**src/rtl/ram_arbiter.sv**
```systemverilog
// Two-requester (CPU, program loader) arbiter in front of a single-port synchronous RAM.
// Define RAM_ARBITER_ROUND_ROBIN_EN for round-robin tie-breaking; the default gives the CPU priority.
module ram_arbiter #(
  parameter int ADDR_W = 16
) (
  input  logic              clk,
  input  logic              reset,
  input  logic              cpu_req,
  input  logic              cpu_we,
  input  logic [ADDR_W-1:0] cpu_addr,
  input  logic [31:0]       cpu_wdata,
  output logic              cpu_gnt,
  output logic              cpu_rvalid,
  output logic [31:0]       cpu_rdata,
  input  logic              ld_req,
  input  logic              ld_we,
  input  logic [ADDR_W-1:0] ld_addr,
  input  logic [31:0]       ld_wdata,
  output logic              ld_gnt,
  output logic              ld_rvalid,
  output logic [31:0]       ld_rdata,
  output logic [ADDR_W-1:0] ram_addr,
  output logic [31:0]       ram_wdata,
  output logic              ram_wren,
  input  logic [31:0]       ram_rdata,
  output logic              busy
);

  typedef enum logic [1:0] {IDLE, ISSUE, RDWAIT, CAPTURE} state_t;

  localparam logic SEL_CPU = 1'b0;
  localparam logic SEL_LD  = 1'b1;

  state_t            state_q, state_d;
  logic              sel_q, sel_d;
  logic              we_q, we_d;
  logic [ADDR_W-1:0] ram_addr_q, ram_addr_d;
  logic [31:0]       ram_wdata_q, ram_wdata_d;
  logic              ram_wren_q, ram_wren_d;
  logic              cpu_gnt_q, cpu_gnt_d;
  logic              ld_gnt_q, ld_gnt_d;
  logic              cpu_rvalid_q, cpu_rvalid_d;
  logic              ld_rvalid_q, ld_rvalid_d;
  logic [31:0]       cpu_rdata_q, cpu_rdata_d;
  logic [31:0]       ld_rdata_q, ld_rdata_d;
  logic              win_ld;
  logic              win_we;

`ifdef RAM_ARBITER_ROUND_ROBIN_EN
  logic last_winner_q, last_winner_d;

  // On a tie, the requester that did not win last time goes first.
  assign win_ld = (cpu_req && ld_req) ? (last_winner_q == SEL_CPU) : ld_req;

  always_comb begin
    last_winner_d = last_winner_q;
    if (state_q == IDLE && (cpu_req || ld_req)) begin
      last_winner_d = win_ld;
    end
  end

  always_ff @(posedge clk) begin
    if (reset) begin
      last_winner_q <= SEL_LD;
    end else begin
      last_winner_q <= last_winner_d;
    end
  end
`else
  assign win_ld = ld_req && !cpu_req;
`endif

  assign win_we = win_ld ? ld_we : cpu_we;

  always_comb begin
    state_d      = state_q;
    sel_d        = sel_q;
    we_d         = we_q;
    ram_addr_d   = ram_addr_q;
    ram_wdata_d  = ram_wdata_q;
    ram_wren_d   = 1'b0;
    cpu_gnt_d    = 1'b0;
    ld_gnt_d     = 1'b0;
    cpu_rvalid_d = 1'b0;
    ld_rvalid_d  = 1'b0;
    cpu_rdata_d  = cpu_rdata_q;
    ld_rdata_d   = ld_rdata_q;
    unique case (state_q)
      IDLE: begin
        if (cpu_req || ld_req) begin
          sel_d       = win_ld;
          we_d        = win_we;
          ram_addr_d  = win_ld ? ld_addr : cpu_addr;
          ram_wdata_d = win_ld ? ld_wdata : cpu_wdata;
          ram_wren_d  = win_we;
          cpu_gnt_d   = !win_ld;
          ld_gnt_d    = win_ld;
          state_d     = ISSUE;
        end
      end
      ISSUE: begin
        state_d = we_q ? IDLE : RDWAIT;
      end
      RDWAIT: begin
        // RAM data for the address presented in ISSUE is valid now.
        if (sel_q == SEL_LD) begin
          ld_rdata_d = ram_rdata;
        end else begin
          cpu_rdata_d = ram_rdata;
        end
        cpu_rvalid_d = (sel_q == SEL_CPU);
        ld_rvalid_d  = (sel_q == SEL_LD);
        state_d      = CAPTURE;
      end
      CAPTURE: begin
        state_d = IDLE;
      end
      default: begin
        state_d = IDLE;
      end
    endcase
  end

  always_ff @(posedge clk) begin
    if (reset) begin
      state_q      <= IDLE;
      sel_q        <= SEL_CPU;
      we_q         <= 1'b0;
      ram_addr_q   <= '0;
      ram_wdata_q  <= '0;
      ram_wren_q   <= 1'b0;
      cpu_gnt_q    <= 1'b0;
      ld_gnt_q     <= 1'b0;
      cpu_rvalid_q <= 1'b0;
      ld_rvalid_q  <= 1'b0;
      cpu_rdata_q  <= '0;
      ld_rdata_q   <= '0;
    end else begin
      state_q      <= state_d;
      sel_q        <= sel_d;
      we_q         <= we_d;
      ram_addr_q   <= ram_addr_d;
      ram_wdata_q  <= ram_wdata_d;
      ram_wren_q   <= ram_wren_d;
      cpu_gnt_q    <= cpu_gnt_d;
      ld_gnt_q     <= ld_gnt_d;
      cpu_rvalid_q <= cpu_rvalid_d;
      ld_rvalid_q  <= ld_rvalid_d;
      cpu_rdata_q  <= cpu_rdata_d;
      ld_rdata_q   <= ld_rdata_d;
    end
  end

  assign cpu_gnt    = cpu_gnt_q;
  assign ld_gnt     = ld_gnt_q;
  assign cpu_rvalid = cpu_rvalid_q;
  assign ld_rvalid  = ld_rvalid_q;
  assign cpu_rdata  = cpu_rdata_q;
  assign ld_rdata   = ld_rdata_q;
  assign ram_addr   = ram_addr_q;
  assign ram_wdata  = ram_wdata_q;
  assign ram_wren   = ram_wren_q;
  assign busy       = (state_q != IDLE);

endmodule

```
**config.mk**
```make
export PLATFORM = sky130hd
export DESIGN_NAME = ram_arbiter
export DESIGN_NICKNAME = d
export VERILOG_FILES = /design/src/rtl/ram_arbiter.sv
export SDC_FILE = /design/constraint.sdc
export NUM_CORES = 1
export LEC_CHECK = 0
export ABC_CLOCK_PERIOD_IN_PS = 2050
export CAP_MARGIN = 15
export CORE_ASPECT_RATIO = 1.2
export CORE_MARGIN = 3
export CORE_UTILIZATION = 39
export DETAILED_ROUTE_END_ITERATION = 7
export GPL_TIMING_DRIVEN = 1
export PLACE_DENSITY = 0.8
export SYNTH_ARGS = -nofsm -noshare
export SYNTH_HDL_FRONTEND = slang
export SYNTH_SLANG_ARGS = --single-unit
```
**constraint.sdc**
```tcl
create_clock -name clk -period 2.05 [get_ports clk]
set_clock_uncertainty 0.2 [all_clocks]
set_input_delay 0.41 -clock clk [delete_from_list [all_inputs] [get_ports clk]]
set_output_delay 0.41 -clock clk [all_outputs]
set_load 0.02 [all_outputs]
```
==> tab_implementation.tex <==
\begin{tabular}{lr}
\hline
Metric & Value \\
\hline
\multicolumn{2}{l}{\textbf{Status}} \\
\quad Outcome & completed \\
\multicolumn{2}{l}{\textbf{Yosys}} \\
\quad Number of flops mapped to enable cells by yosys & 0 \\
\quad Share of synthesized area occupied by flip-flops and latches & around 50\% \\
\quad Dominant register cell in the synthesized netlist & sky130\_fd\_sc\_hd\_\_dfxtp\_1 \\
\quad FFs w/ async S/R, synth & 0\% \\
\quad Count of mapped cells out of synthesis & about 600 \\
\quad Unique cell type count in the Yosys netlist & 25 \\
\quad Post-synth top cells & sky130\_fd\_sc\_hd\_\_nand2\_1, sky130\_fd\_sc\_hd\_\_dfxtp\_1, sky130\_fd\_sc\_hd\_\_a21oi\_1 \\
\quad Most frequently used cell type in the post-synthesis netlist & sky130\_fd\_sc\_hd\_\_nand2\_1 \\
\quad Top cells by area in the synthesized netlist & sky130\_fd\_sc\_hd\_\_dfxtp\_1, sky130\_fd\_sc\_hd\_\_nand2\_1, sky130\_fd\_sc\_hd\_\_a21oi\_1, sky130\_fd\_sc\_hd\_\_a311oi\_1, sky130\_fd\_sc\_hd\_\_buf\_2 \\
\quad Total standard cell area after synthesis & 4730 um2 \\
\quad Mean instance size in the synthesized netlist & between 8 and 9 um2 \\
\quad Flip-flop and latch count after synthesis & about 120 \\
\quad Warnings, synthesis & 0 \\
\quad Area share of the leading cell type in the synthesized netlist & between 50\% and 60\% \\
\quad Largest area contributor in the synthesized netlist & sky130\_fd\_sc\_hd\_\_dfxtp\_1 \\
\quad Total nets after synthesis & $\sim$720 \\
\multicolumn{2}{l}{\textbf{Worst hold path}} \\
\quad Beginning of the worst hold path & reset \\
\quad Worst hold path endpoint & ld\_rdata[14] \\
\quad Worst Hold Class & in2reg \\
\quad Cell count of the worst hold path & 2 \\
\multicolumn{2}{l}{\textbf{STA}} \\
\quad Setup repair after global routing missed its margin & no \\
\quad Final worst slack & just over 0.03 ns \\
\quad Time the final worst path needs with I/O delays and setup & slightly above 2 ns \\
\quad Maximum clock frequency & 495 MHz \\
\quad Final count of pins violating max slew & 0 \\
\quad Setup tns final & 0 ns \\
\quad Hold violation total from the final report & 0 \\
\quad Setup violations, final & 0 \\
\quad Tcrit/Tclk final & between 90\% and 100\% \\
\quad Headroom to the max-slew limit & around 57\% \\
\quad Slew @ Worst Pin & 0.648 ns \\
\multicolumn{2}{l}{\textbf{Detailed routing}} \\
\quad Number of DRC violations after detailed routing & 0 \\
\quad Detailed-route via count & 5190 \\
\quad Count of TritonRoute iterations in the first routing pass & 4 \\
\quad Post-route ant nets & 0 \\
\quad Via density & roughly 5.2 \\
\quad Drt total wl & approximately 16000 um \\
\quad Number of DRC markers in iteration 0 & 289 \\
\quad Average wire length per cell after detail routing & 16.0 um \\
\multicolumn{2}{l}{\textbf{Floorplan}} \\
\quad Die H & about 130 um \\
\quad Core area & $\sim$12000 um2 \\
\quad Effective utilization at floorplan & between 40 and 50\% \\
\quad Die span in x & 107 um \\
\quad Total I/O pin count & roughly 250 \\
\quad Die Area & approximately 13000 um2 \\
\quad Floorplan row count & between 40 and 50 \\
\multicolumn{2}{l}{\textbf{Setup path}} \\
\quad Worst path max stage delay & 0.63 ns \\
\quad Worst-case register-to-register setup slack & about 0.35 ns \\
\quad Worst-path fanout max & 2 \\
\quad CP max-delay cell & sky130\_fd\_sc\_hd\_\_clkdlybuf4s50\_1 \\
\quad Worst-case reg-to-reg path depth & 4 \\
\quad Class of the most critical setup path & reg2out \\
\quad Arrival @ worst endpoint & $\sim$1.4 ns \\
\quad Buf/Inv on CP & 1 \\
\quad Crit. Startpoint & ram\_wdata[31] \\
\quad Type of element capturing the critical path & output pin \\
\quad Chain of cells forming the critical path & clkdlybuf4s50\_1 \\
\quad Worst path top cell family by delay & buffers and inverters \\
\quad Startpoint type of the worst setup path & register \\
\quad Critical path data required time & around 1.4 ns \\
\quad Critical R2R Capture & ram\_addr[6] \\
\multicolumn{2}{l}{\textbf{Clocking}} \\
\quad Number of buffers added by the clock tree synthesis step & 17 \\
\quad TritonCTS sink count & around 120 \\
\quad Root Driver & sky130\_fd\_sc\_hd\_\_clkbuf\_16 \\
\quad H-tree levels & 4 \\
\quad Setup Buffers After CTS & 0 \\
\quad Clock Latency Late Sink & 0.41 ns \\
\quad Clock-pin slew of the registers on the worst-case setup and hold paths & 0.05 ns \\
\quad Clock tree buffer depth & 2 \\
\quad CTS tree & done \\
\multicolumn{2}{l}{\textbf{Pwr}} \\
\quad Maximum VDD drop & a little over 0.0005 V \\
\quad Ratio of total power to cell area & between 800 and 900 nW/um2 \\
\quad Static Leakage & 2.88 nW \\
\multicolumn{2}{l}{\textbf{Final layout}} \\
\quad Relative area change from synthesis to final layout & 67.1\% \\
\quad Post-layout instance area & 7900 um2 \\
\quad Filler instances & roughly 970 \\
\quad Number of non-filler instances in the completed layout & 990 \\
\quad Fraction of final layout cells sized beyond drive strength 1 & under 10\% \\
\quad Number of inserted diodes & 0 \\
\quad Layout Nets & $\sim$960 \\
\multicolumn{2}{l}{\textbf{GRT}} \\
\quad Pin count of the biggest net entering global routing & 54 \\
\quad Overflow after GRT & 0 \\
\quad GRT Util Overall & 23.3\% \\
\quad Via count of the first global-routing pass & approximately 5300 \\
\quad Number of antenna violations at the first check in global routing & 0 \\
\quad Wire length of the first global-routing pass & around 25000 um \\
\multicolumn{2}{l}{\textbf{Placement}} \\
\quad Worst slack at placement & -0.400 ns \\
\quad Final estimated routing congestion in global placement & roughly 0.8 \\
\quad DP Cell Count & 958 \\
\quad Sum of net half-perimeters after detailed placement & $\sim$11000 um \\
\quad \# port buffers & roughly 250 \\
\quad Total placed instance area & $\sim$7300 um2 \\
\multicolumn{2}{l}{\textbf{Job}} \\
\quad Count of max-cap constraint violations & 0 \\
\hline
\end{tabular}
-- state kept, by name, indices dropped and copies added, names as in the netlist, named ones only --
signal,count
ld_rvalid,1
cpu_gnt,1
we_q,1
ram_wren,1
ld_gnt,1
ram_wdata,32
state_q,1
ld_rdata,32
ram_addr,16
sel_q,1
cpu_rdata,32
cpu_rvalid,1
-- logic make-up (layout without fill, tap and decap cells) --
logic type	after synthesis	count (layout)	synth area share, %
buffers and inverters	57	300	6.59
AOI/OAI and AO/OA	164	164	21.2
DFF	121	121	51.2
and+or+nand+nor	245	246	20.5
muxes	2	2	0.424
-- per-stage QoR --
| stage | total power, mW | hold WS, ns | utilization, % |
|---|---|---|---|
| 2_1_floorplan | 3.33 | 0.295 | - |
| 3_3_place_gp | 4.03 | 0.241 | 62.5 |
| 3_5_place_dp | 4.06 | 0.246 | 62.5 |
| 4_1_cts | 6.88 | 0.0828 | 67.2 |
| 5_1_grt | 7.13 | 0.0947 | 67.4 |
| 6_report | 6.84 | 0.0904 | 67.4 |
-- worst max-delay path by stage --
stage	endpoint	slack (ns)	cells after the start
after floorplan	we_q	0.55	5
after global placement	ram_wdata[26]	-0.29	4
after detailed placement	ram_addr[6]	-0.40	4
after CTS	ram_wdata[31]	0.02	1
after global routing	ram_addr[13]	0.003	1
final	ram_wdata[31]	0.03	1
-- cell type report --
type / instances / area, um2 / share of cell area, %
Sequential cell: 121 / 2420 / 30.7
Tap cell: 157 / 196 / 2.49
Inverter: 1 / 3.75 / 0.0475
Clock buffer: 18 / 429 / 5.43
Clock inverter: 13 / 130 / 1.65
Timing Repair Buffer: 268 / 2700 / 34.2
Multi-Input combinational cell: 412 / 2020 / 25.5
-- placed cells by master (no fill, tap or decap), drive strengths merged, types with 7 or more instances in the layout --
cell             n
clkinv           7
nand2          225
a21oi          114
dfxtp          121
buf             18
clkdlybuf4s50  247
nor2             9
a311oi          48
clkbuf          18
-- power by group --
| part | internal [mW] | leakage, nW | total, mW | switching, mW |
|---|---|---|---|---|
| clock | 1.77 | 0.271 | 2.82 | 1.05 |
| combinational | 0.687 | 1.61 | 1.39 | 0.705 |
| sequential | 2.53 | 0.990 | 2.62 | 0.0984 |
| total | 4.98 | 2.88 | 6.84 | 1.85 |
-- layer usage --
layer,vias up,part of all wire (%),track usage (%)
li1,2478,-,-
met1,2363,37,26.5
met2,306,49,39.5
met3,43,10,7.94
met4,0,3.8,10.9
met5,-,0,0
-- timing repair --
action,CTS,global route
gates resized for setup,2,2
pin swaps,0,1
gates cloned,0,1
endpoints found under the setup margin,2,50
hold buffers,0,0
(Power assumes the default switching activity.)
